**config.mk**
```make
export PLATFORM = sky130hd
export DESIGN_NAME = jzjpcc_fetch
export DESIGN_NICKNAME = d
export VERILOG_FILES = /design/src/rtl/jzjpcc_fetch.sv
export SDC_FILE = /design/constraint.sdc
export NUM_CORES = 1
export LEC_CHECK = 0
export ABC_CLOCK_PERIOD_IN_PS = 8000
export CAP_MARGIN = 40
export CELL_PAD_IN_SITES_DETAIL_PLACEMENT = 0
export CELL_PAD_IN_SITES_GLOBAL_PLACEMENT = 2
export CORE_MARGIN = 10
export CORE_UTILIZATION = 30
export CTS_CLUSTER_DIAMETER = 120
export DETAILED_ROUTE_END_ITERATION = 10
export PLACE_DENSITY = 0.9
export REMOVE_ABC_BUFFERS = 1
export SETUP_SLACK_MARGIN = 0.4
export SYNTH_ARGS = -nofsm -noshare
export SYNTH_HDL_FRONTEND = slang
export SYNTH_SLANG_ARGS = --single-unit
```
**constraint.sdc**
```tcl
create_clock -name clock -period 8 [get_ports clock]
set_input_delay 2 -clock clock [delete_from_list [all_inputs] [get_ports clock]]
set_output_delay 2 -clock clock [all_outputs]
set_load 0.02 [all_outputs]
```
**src/rtl/jzjpcc_fetch.sv**
```systemverilog
// Fetch stage for the jzjpcc pipeline: drives a 1-cycle-latency instruction memory
// and tracks the PC/valid of the instruction sitting in the decode slot.
module jzjpcc_fetch #(
    parameter logic [31:0] RESET_PC = 32'h00000000
) (
    input  logic        clock,
    input  logic        reset,
    input  logic        stall_decode,
    input  logic        redirect_execute,
    input  logic [31:0] redirectTarget_execute,
    input  logic        haltRequest_execute,
    output logic [29:0] instAddress_fetch,
    output logic        instReadEnable_fetch,
    output logic [31:0] pc_decode,
    output logic        valid_decode,
    output logic        halted_fetch,
    output logic        misalignedFetch,
    output logic [31:0] faultPc,
    output logic [31:0] instCount_fetch
);

    typedef enum logic {RUN, HALTED} state_t;

    state_t      state;
    state_t      next_state;
    logic [31:0] fetch_pc;
    logic        misaligned_redirect;
    logic        halt_now;

    assign misaligned_redirect = redirect_execute && (redirectTarget_execute[1:0] != 2'b00);
    assign halt_now            = haltRequest_execute || misaligned_redirect;
    assign instAddress_fetch   = fetch_pc[31:2];

    always_ff @(posedge clock or posedge reset) begin
        if (reset) begin
            state <= RUN;
        end else begin
            state <= next_state;
        end
    end

    always_comb begin
        next_state = state;
        if (state == RUN && halt_now) begin
            next_state = HALTED;
        end
    end

    // The memory must already be reading RESET_PC during reset so the first
    // edge after release delivers it; a redirect overrides any stall.
    always_comb begin
        instReadEnable_fetch = 1'b0;
        if (reset) begin
            instReadEnable_fetch = 1'b1;
        end else if (state == RUN) begin
            instReadEnable_fetch = redirect_execute || !stall_decode;
        end
    end

    always_ff @(posedge clock or posedge reset) begin
        if (reset) begin
            fetch_pc        <= RESET_PC;
            pc_decode       <= 32'h0;
            valid_decode    <= 1'b0;
            halted_fetch    <= 1'b0;
            misalignedFetch <= 1'b0;
            faultPc         <= 32'h0;
            instCount_fetch <= 32'h0;
        end else begin
            halted_fetch <= (next_state == HALTED);
            if (state == RUN) begin
                // Misaligned redirect wins over a simultaneous halt so the fault is recorded.
                if (misaligned_redirect) begin
                    misalignedFetch <= 1'b1;
                    faultPc         <= redirectTarget_execute;
                    valid_decode    <= 1'b0;
                end else if (haltRequest_execute) begin
                    valid_decode <= 1'b0;
                end else if (redirect_execute) begin
                    fetch_pc     <= redirectTarget_execute;
                    valid_decode <= 1'b0;
                end else if (!stall_decode) begin
                    pc_decode       <= fetch_pc;
                    valid_decode    <= 1'b1;
                    fetch_pc        <= fetch_pc + 32'd4;
                    instCount_fetch <= instCount_fetch + 32'd1;
                end
            end
        end
    end

endmodule

```
Word-level counts from Yosys, hierarchy flattened
Cells that the tools add are included.
- bitwise gates (word level): 5
- add/sub/neg operators: 2
- reductions and logical operators: 10
- equality and inequality tests: 2
- muxes and demuxes: 8
- operators by type and width (kind ; count):
    $mux W32 ; 2
    $add A32 B1 Y32 const B ; 1
    $add A32 B3 Y32 const B ; 1
    $mux W1 ; 6
    $not A1 Y1 ; 5
    $reduce_and A5 Y1 ; 1
    $ne A4 B1 Y1 const B ; 1
    $reduce_and A2 Y1 ; 2
    $reduce_and A4 Y1 ; 1
    $logic_and A1 B1 Y1 ; 2
    $logic_or A1 B1 Y1 ; 2
    $ne A2 B1 Y1 const B ; 1
    $reduce_bool A2 Y1 ; 1
    $logic_not A1 Y1 ; 1
- output and inout bits: 130
- input bits: 37
- bits in registers: 131
- word-level logic and storage cells: 34

Longest topological paths before layout
Gate-level depths: netlist of run 1.
- word-level depth: 4
- gate-level depth with buffers: 7
- mapped depth without buffers: 5

Worst setup path after synthesis of run 1
Ideal clock, no wire load.
- path kind: in2out
- start point: input reset
- end point: output instReadEnable_fetch
- data required time: 6.000 ns
- arrival: 5.816 ns
- stages on the path: 2
- slack: 0.184 ns
- buffers on the path: 0
- cells stage by stage: inv_1 o21ai_0
- cells in the longest elaborated chain, start to end: 1
- ends and longest elaborated chain (item ; RTL line ; source):
    start: declaration ; 7 ; input logic reset,
    $mux W1 ; 53 ; if (reset) begin
    end: declaration ; 13 ; output logic instReadEnable_fetch,
Every way passes these cells.

Worst setup path after layout of run 1
Ends and elaborated chain as after synthesis.

==> reports/qor.csv, run 1 <==
stage;metric;value;unit
status;status;finished, final reports clean;
place;gp_congestion;0.7762;
timing;hold_violations;0;
drt;num_vias;5284;
yosys;yosys-top-cells-area;dfrtp_1 51%, nand2_1 6.6%, mux2_2 5.4%;
timing;tightest_slew;0.8573;ns
timing;slew_headroom;42.85;%
cts;cts_resized;0;
setup_path;r2r_setup_slack;5.33;ns
cts;path_clk_slew;0.05;ns
cts;h-tree-depth;4;
drt;first_pass_iters;5;
setup_path;reg2reg_depth;6;
timing;report.final.slew_viol_count;0;
setup_path;rr_endpoint;fetch_pc[20]$_DFFE_PP0P_;
cts;cts_num_sinks;131;
min_path;holdPathEnd;pc_decode[0]$_DFFE_PP0P_;
global_routing;grt_pass1_vias;5370;
yosys;avgSynthCellArea;9.994;sq um
setup_path;critPathLaunchType;input pin;
yosys;synth_top_area_share;50.62;%
power_and_ir_drop;p_switching;0.3972;mW
cts;numCtsBuffers;17;
floorplan;dieArea;27860;sq um
global_routing;grt_max_degree;75;
place;dpl.hpwl;13810;um
global_routing;grt_pass1_wl;31120;um
min_path;min-delay-start;fetch_pc[0]$_DFFE_PP0P_;
finish;drive_above_1_share;11.37;%
setup_path;cp_data_required_time;6.00;ns
finish;final_common_cell;clkdlybuf4s50_1;
floorplan;pin_count;167;
finish;postLayoutCoreUtil;41.44;%
floorplan;core;21150;sq um
timing;fin_worst_skew;0.009361;ns
timing;final-setup-viol-count;0;
power_and_ir_drop;vdd_drop_max;0.1425;mV
min_path;hp-class;reg2reg;
yosys;ys_seq_area_share;50.62;%
min_path;worstHoldPathCells;2;
setup_path;cp.arrival;3.82;ns
yosys;synth_seq_cells;131;
yosys;synth_ff_type;dfrtp_1;
setup_path;critPathMaxFanout;70;
cts;cts_tree;built;
yosys;ys_warn_count;0;
drt;ant_nets;0;
timing;fin_crit_sh;72.70;%
yosys;synth-async-reset-ratio;100.0;%
yosys;synthCells;648;
cts;cts_buffer_depth;2;
power_and_ir_drop;seq_power_share;43.8;%
power_and_ir_drop;p_clk_share;45.6;%
finish;area_delta_synth_final;35.36;%
timing;min_period;5.816;ns
place;portBuffers;166;
drt;via_per_inst;4.994;
setup_path;end_kind;output port;
floorplan;floorplan.initialDensity;30.61;%
drt;wl;19420;um
finish;antenna_cells;0;
setup_path;r2r_start;fetch_pc[2]$_DFFE_PP0P_;
drt;drt_iter0_markers;257;
timing;fmax;171.9;MHz
cts;ctsRootBufferMaster;clkbuf_16;
power_and_ir_drop;power_density;185.7;nW/um^2
cts;insertion_delay;0.41;ns
power_and_ir_drop;power_frac_comb;10.6;%
setup_path;path_class;in2out;
yosys;synthDistinctLibCells;62;
power_and_ir_drop;p_total;1.628;mW
floorplan;num_rows;53;
global_routing;grt.overflow.total;0;
drt;routedWlPerCell;18.36;um
timing;rsz0062_at_grt;no;
global_routing;antenna_found_initial;0;
finish;fin_nets;810;
power_and_ir_drop;leakage;3.752;nW
global_routing;track_usage;13.78;%
floorplan;die_w;166.9;um
drt;drc;0;
timing;fin_setup_tns;0;ns
yosys;synth-edff-count;0;
power_and_ir_drop;p_int;1.231;mW
cts;cts_setup_buffers;0;
floorplan;die_height;166.9;um
cts;ctsHoldBuffers;0;
power_and_ir_drop;switching_share;24.40;%
run;maxCapViolCount;0;
finish;mostFrequentLayoutCells;165 x clkdlybuf4s50_1, 131 x dfrtp_1, 114 x nand2_1;
yosys;synth_area;6476;sq um
yosys;synth_top_cell_by_area;dfrtp_1;
## critical path, stage by stage
cell and delay [ns]:
clkdlybuf4s50_1 0.47, inv_6 0.50, o21ai_0 0.20, clkdlybuf4s50_1 0.60
## Yosys cell counts, types with 5 or more instances
cell / n
o21ai_0: 33
clkbuf_1: 36
nor3_1: 15
nand2b_1: 5
dfrtp_1: 131
nand4_1: 27
nor2_1: 30
nand4b_1: 6
nor4_2: 5
and4_1: 10
mux2_2: 31
xnor2_1: 13
nor4_1: 13
a311oi_1: 8
nand2_1: 114
inv_1: 11
buf_4: 30
and3_1: 8
mux2i_1: 5
xor2_1: 18
nand3_1: 19
a21oi_1: 10
## per-layer routing
metal  global-route usage [%]  routed length, um  vias up
li1                         -                  -     2531
met1                    17.17               8570     2591
met2                    21.49               9002      152
met3                    6.143               1743       10
met4                    2.978                105        0
met5                        0                  0        -
## flip-flops by register name (all words and copies together), names as in the netlist
| register | cells |
|---|---|
| pc_decode | 32 |
| faultPc | 32 |
| misalignedFetch | 1 |
| instCount_fetch | 32 |
| fetch_pc | 32 |
| valid_decode | 1 |
| halted_fetch | 1 |
## worst max-delay path by stage
| stage | from | slack [ns] | cells after the start | to |
|---|---|---|---|---|
| 2_1_floorplan | reset | 0.18 | 2 | instReadEnable_fetch |
| 3_3_place_gp | reset | 2.17 | 4 | instReadEnable_fetch |
| 3_5_place_dp | reset | 2.15 | 4 | instReadEnable_fetch |
| 4_1_cts | reset | 2.13 | 4 | instReadEnable_fetch |
| 5_1_grt | reset | 2.02 | 4 | instReadEnable_fetch |
| 6_report | reset | 2.18 | 4 | instReadEnable_fetch |
## stage by stage
stage | instances | hold slack, ns | worst slack [ns] | instance area (sq um)
finish | 1058 | 0.4647 | 2.184 | 8766
global route | 1058 | 0.4865 | 2.025 | 8766
CTS | 1058 | 0.4668 | 2.134 | 8766
detailed placement | 1027 | 0.4516 | 2.154 | 8202
global placement | 1022 | 0.4539 | 2.168 | 8128
floorplan | 577 | 0.4304 | 0.1843 | 6075
## layout make-up
cell class                      instances  area (sq um)
Timing Repair Buffer                  175          1760
Multi-Input combinational cell        435          2773
Inverter                               11         46.29
Fill cell                            2068         12390
Sequential cell                       131          3278
Clock inverter                          9         80.08
Tap cell                              275         344.1
Clock buffer                           22         484.2
## power by group through the flow
stage	clock network [mW]	logic, mW	registers [mW]
after floorplan	0	0.0431	0.753
after global placement	0	0.174	0.723
after detailed placement	0	0.177	0.724
after CTS	0.764	0.177	0.713
after global routing	0.789	0.187	0.718
final	0.742	0.173	0.713
## cells by family (layout without fill, tap and decap cells)
family	count (synthesis)	in the layout	share of synthesized area (%)
and+or+nand+nor	273	273	22.14
buffers and inverters	82	217	6.839
xor gates and xnor gates	31	31	4.192
DFF	131	131	50.62
AOI/OAI and AO/OA	93	93	9.660
adders and majority gates	2	2	0.3863
muxes	36	36	6.163
No activity file was read; power rests on OpenSTA's default activity.
==> run 2, diff against run 1 <==
--- a/config.mk
+++ b/config.mk
@@ -5,15 +5,15 @@
 export SDC_FILE = /design/constraint.sdc
 export NUM_CORES = 1
 export LEC_CHECK = 0
-export ABC_CLOCK_PERIOD_IN_PS = 8000
+export ABC_CLOCK_PERIOD_IN_PS = 4950
 export CAP_MARGIN = 40
 export CELL_PAD_IN_SITES_DETAIL_PLACEMENT = 0
 export CELL_PAD_IN_SITES_GLOBAL_PLACEMENT = 2
 export CORE_MARGIN = 10
-export CORE_UTILIZATION = 30
+export CORE_UTILIZATION = 27
 export CTS_CLUSTER_DIAMETER = 120
 export DETAILED_ROUTE_END_ITERATION = 10
-export PLACE_DENSITY = 0.9
+export PLACE_DENSITY = 0.86
 export REMOVE_ABC_BUFFERS = 1
 export SETUP_SLACK_MARGIN = 0.4
 export SYNTH_ARGS = -nofsm -noshare
==> constraint.sdc (replaced) <==
create_clock -name clock -period 4.95 [get_ports clock]
set_input_delay 1.2375 -clock clock [delete_from_list [all_inputs] [get_ports clock]]
set_output_delay 1.2375 -clock clock [all_outputs]
set_load 0.02 [all_outputs]
==> reports/qor.csv, run 2 (synthesis results as in run 1) <==
stage;metric;value;unit
global_routing;grt_max_degree;66;
setup_path;crit_slowest_cell;clkdlybuf4s50_1;
setup_path;critPathLaunchType;input pin;
cts;cts_resized;0;
timing;layout_setup_ws;1.044;ns
timing;report.final.slew_viol_count;0;
cts;ctsHoldBuffers;0;
finish;mostFrequentLayoutCells;165 x clkdlybuf4s50_1, 131 x dfrtp_1, 114 x nand2_1;
cts;h-tree-depth;4;
place;gp_congestion;0.7815;
cts;numCtsBuffers;17;
timing;min_period;3.906;ns
drt;wl;20530;um
global_routing;grt_pass1_wl;32640;um
floorplan;dieArea;30580;sq um
setup_path;critPathMaxFanout;5;
cts;insertion_delay;0.42;ns
place;portBuffers;166;
setup_path;path_class;in2out;
cts;ctsRootBufferMaster;clkbuf_16;
drt;first_pass_iters;5;
timing;rsz0062_at_grt;no;
place;post-place-ws;1.051;ns
floorplan;pin_count;167;
timing;tightest_slew;0.7806;ns
setup_path;cp_data_required_time;3.71;ns
status;status;finished, final reports clean;
cts;cts_buffer_depth;2;
power_and_ir_drop;vdd_drop_max;0.1888;mV
finish;fin_nets;813;
finish;final_common_cell;clkdlybuf4s50_1;
drt;drc;0;
setup_path;end_kind;output port;
timing;fin_worst_skew;0.009088;ns
floorplan;core;23540;sq um
timing;hold_violations;0;
power_and_ir_drop;power_density;313.5;nW/um^2
global_routing;grt_pass1_vias;5454;
finish;drive_above_1_share;11.56;%
floorplan;die_height;174.9;um
drt;num_vias;5281;
place;dpl.hpwl;14550;um
timing;slew_headroom;47.48;%
finish;area_delta_synth_final;37.06;%
finish;fill_cells;2395;
setup_path;critical_path.cell_chain;clkdlybuf4s50_1 > nor2b_1 > o21ai_0 > clkdlybuf4s50_1;
drt;routedWlPerCell;18.56;um
drt;via_per_inst;4.775;
timing;fin_crit_sh;78.91;%
setup_path;crit_path_max_incr_delay;0.63;ns
floorplan;floorplan.initialDensity;27.51;%
global_routing;track_usage;13.46;%
setup_path;cpMostUsedCell;clkdlybuf4s50_1;
cts;path_clk_slew;0.06;ns
floorplan;num_rows;56;
global_routing;antenna_found_initial;0;
run;maxCapViolCount;0;
global_routing;grt.overflow.total;0;
min_path;hp-class;reg2reg;
timing;final-setup-viol-count;0;
finish;antenna_cells;0;
floorplan;die_w;174.9;um
drt;ant_nets;0;
power_and_ir_drop;leakage;3.783;nW
drt;drt_iter0_markers;374;
timing;fmax;256.0;MHz
timing;whs;0.4594;ns
setup_path;cp.arrival;2.67;ns
cts;cts_setup_buffers;0;
cts;cts_tree;built;
cts;cts_num_sinks;131;
==> run 2: area by class of cell <==
| type | count | area, sq um | share of cell area, % |
|---|---|---|---|
| Clock buffer | 23 | 467.9 | 5.272 |
| Clock inverter | 9 | 152.6 | 1.720 |
| Inverter | 11 | 46.29 | 0.5216 |
| Multi-Input combinational cell | 435 | 2773 | 31.24 |
| Sequential cell | 131 | 3278 | 36.93 |
| Tap cell | 319 | 399.1 | 4.497 |
| Timing Repair Buffer | 178 | 1759 | 19.82 |
==> run 2: through the flow <==
step / instances / area [sq um] / power, mW / utilization (%) / setup TNS [ns]
after floorplan: 577 / 6075 / 1.286 / - / -1.341
after global placement: 1072 / 8228 / 1.454 / 34.95 / 0
after detailed placement: 1074 / 8255 / 1.457 / 35.07 / 0
after global routing: 1106 / 8876 / 2.886 / 37.70 / 0
after CTS: 1106 / 8876 / 2.823 / 37.70 / 0
final: 1106 / 8876 / 2.783 / 37.70 / 0
==> run 2: power by group <==
group	leakage [nW]	internal [mW]	switching (mW)
registers	1.72	1.11	0.0381
logic	1.75	0.136	0.145
clock network	0.305	0.870	0.481
==> run 2: critical path, delay by kind of cell <==
kind	cells	cell delay, ns
buf+inv	2	1.11
simple gates	1	0.17
compound gates	1	0.15
==> run 2: path summary, 6_finish.rpt <==
path                                     startpoint                         endpoint  slack (ns)  cells past startpoint
setup / recovery                       stall_decode             instReadEnable_fetch        1.04                      4
hold / removal              fetch_pc[0]$_DFFE_PP0P_         pc_decode[0]$_DFFE_PP0P_        0.46                      2
setup reg to reg           halted_fetch$_DFFE_PP0P_  instCount_fetch[29]$_DFFE_PP0P_        2.48                      4
hold reg to reg             fetch_pc[0]$_DFFE_PP0P_         pc_decode[0]$_DFFE_PP0P_        0.46                      2
max in group asynchronous                     reset        pc_decode[25]$_DFFE_PP0P_        2.47                      4
min in group asynchronous                     reset          faultPc[11]$_DFFE_PP0P_        1.45                      3
==> run 2: metal layers <==
metal	vias to the layer above	wire length [um]	track usage, %
li1	2527	-	-
met1	2595	9345	17.49
met2	145	9488	20.76
met3	14	1521	5.044
met4	0	174	3.144
met5	-	0	0
==> run 3, diff against run 2 <==
--- a/config.mk
+++ b/config.mk
@@ -5,7 +5,7 @@
 export SDC_FILE = /design/constraint.sdc
 export NUM_CORES = 1
 export LEC_CHECK = 0
-export ABC_CLOCK_PERIOD_IN_PS = 4950
+export ABC_CLOCK_PERIOD_IN_PS = 3380
 export CAP_MARGIN = 40
 export CELL_PAD_IN_SITES_DETAIL_PLACEMENT = 0
 export CELL_PAD_IN_SITES_GLOBAL_PLACEMENT = 2
==> constraint.sdc (replaced) <==
create_clock -name clock -period 3.38 [get_ports clock]
set_input_delay 0.845 -clock clock [delete_from_list [all_inputs] [get_ports clock]]
set_output_delay 0.845 -clock clock [all_outputs]
set_load 0.02 [all_outputs]
==> reports/qor.csv, run 3 (synthesis results as in run 1) <==
stage;metric;value;unit
power_and_ir_drop;vdd_drop_max;0.3055;mV
power_and_ir_drop;leakage;3.796;nW
setup_path;crit_buf_inv;2;
cts;insertion_delay;0.42;ns
drt;ant_nets;0;
cts;numCtsBuffers;17;
floorplan;core;23540;sq um
finish;postLayoutCoreUtil;37.84;%
finish;final_area;8909;sq um
timing;hold_violations;0;
place;dpl.cell_count;1079;
timing;final-setup-viol-count;0;
cts;cts_num_sinks;131;
timing;fin_setup_tns;0;ns
drt;routedWlPerCell;19.01;um
setup_path;critical_path.cell_chain;clkdlybuf4s50_1 > nor2b_1 > o21ai_0 > dlygate4sd2_1;
setup_path;crit_path_max_incr_delay;0.48;ns
setup_path;critPathLaunchType;input pin;
global_routing;antenna_found_initial;0;
floorplan;dieArea;30580;sq um
timing;fin_crit_sh;83.54;%
timing;layout_setup_ws;0.5564;ns
timing;tightest_slew;0.8618;ns
setup_path;cp_data_required_time;2.53;ns
drt;drt_iter0_markers;382;
place;place_area;8333;sq um
cts;h-tree-depth;4;
finish;fill_cells;2418;
global_routing;grt_max_degree;65;
cts;cts_buffer_depth;2;
drt;drc;0;
global_routing;grt.overflow.total;0;
drt;first_pass_iters;4;
setup_path;cpLargestDelayFamily;buffers and inverters;
setup_path;critPathMaxFanout;5;
cts;ctsRootBufferMaster;clkbuf_16;
finish;drive_above_1_share;12.15;%
place;dpl.hpwl;15230;um
min_path;hp-class;reg2reg;
timing;fin_worst_skew;0.01074;ns
drt;num_vias;5376;
floorplan;floorplan.initialDensity;27.51;%
drt;wl;21080;um
setup_path;cp.arrival;1.98;ns
cts;cts_tree;built;
cts;cts_setup_buffers;0;
floorplan;pin_count;167;
floorplan;num_rows;56;
status;status;finished, final reports clean;
setup_path;crit_slowest_cell;clkdlybuf4s50_1;
place;gp_congestion;0.7807;
timing;slew_headroom;42.54;%
setup_path;end_kind;output port;
finish;fin_nets;818;
timing;min_period;2.824;ns
finish;area_delta_synth_final;37.56;%
place;portBuffers;166;
finish;instances_no_fill;1109;
timing;fmax;354.2;MHz
timing;rsz0062_at_grt;no;
floorplan;die_w;174.9;um
global_routing;grt_pass1_wl;32910;um
global_routing;grt_pass1_vias;5478;
power_and_ir_drop;p_total;3.942;mW
floorplan;die_height;174.9;um
power_and_ir_drop;power_density;442.5;nW/um^2
setup_path;reg2reg_depth;4;
drt;via_per_inst;4.848;
finish;mostFrequentLayoutCells;164 x clkdlybuf4s50_1, 131 x dfrtp_1, 114 x nand2_1;
timing;report.final.slew_viol_count;0;
cts;path_clk_slew;0.06;ns
timing;whs;0.4610;ns
setup_path;path_depth;4;
run;maxCapViolCount;0;
finish;final_common_cell;clkdlybuf4s50_1;
min_path;worstHoldPathCells;2;
finish;antenna_cells;0;
global_routing;track_usage;13.66;%
place;post-place-ws;0.2693;ns
setup_path;path_class;in2out;
## run 3: cell count changes in the layout (fill, tap and decap cells not counted), moves of 2 or more
cell	previous run	this run
buf_16	0	2
bufinv_16	4	2
buf_4	11	14
clkinvlp_4	0	2
clkbuf_1	4	2
## run 3: worst paths after layout
path	slack, ns	from	to
worst min register to register	0.46	fetch_pc[0]$_DFFE_PP0P_	pc_decode[0]$_DFFE_PP0P_
worst max-delay path	0.56	stall_decode	instReadEnable_fetch
worst min-delay path	0.46	fetch_pc[0]$_DFFE_PP0P_	pc_decode[0]$_DFFE_PP0P_
max in group asynchronous	1.43	reset	fetch_pc[24]$_DFFE_PP0P_
worst max register to register	1.05	halted_fetch$_DFFE_PP0P_	instCount_fetch[25]$_DFFE_PP0P_
min in group asynchronous	0.97	reset	instCount_fetch[4]$_DFFE_PP0P_
## run 3: worst min-delay path, cell delays in order, from the launching register on
cell,delay (ns)
dfrtp_1,0.34
nand2_1,0.05
nand2_1,0.04
## run 3: report_power, final
part / leakage [nW] / switching (mW) / total, mW / internal, mW
clock network: 0.278 / 0.698 / 1.84 / 1.14
registers: 1.72 / 0.0560 / 1.69 / 1.63
logic: 1.79 / 0.217 / 0.420 / 0.204
total: 3.80 / 0.970 / 3.94 / 2.97
## run 3: cell type report
cell class,instances,area [sq um],share of cell area [%]
inverter,11,46.29,0.5197
multi-input combinational,435,2773,31.12
clock buffer,22,474.2,5.323
sequential,131,3278,36.80
clock inverter,8,102.6,1.152
tap,319,399.1,4.480
timing repair buffer,183,1836,20.60
## run 3: per-layer routing
layer,GRT usage [%],wire length (um)
met4,3.674,175
met2,21.24,9798
met1,17.53,9612
met5,0,0
met3,4.915,1497
## run 3: what timing repair did
| action | CTS | global route |
|---|---|---|
| setup endpoints to repair | 1 | 0 |
| hold buffers | 0 | 0 |
| resized for setup | 1 | 0 |
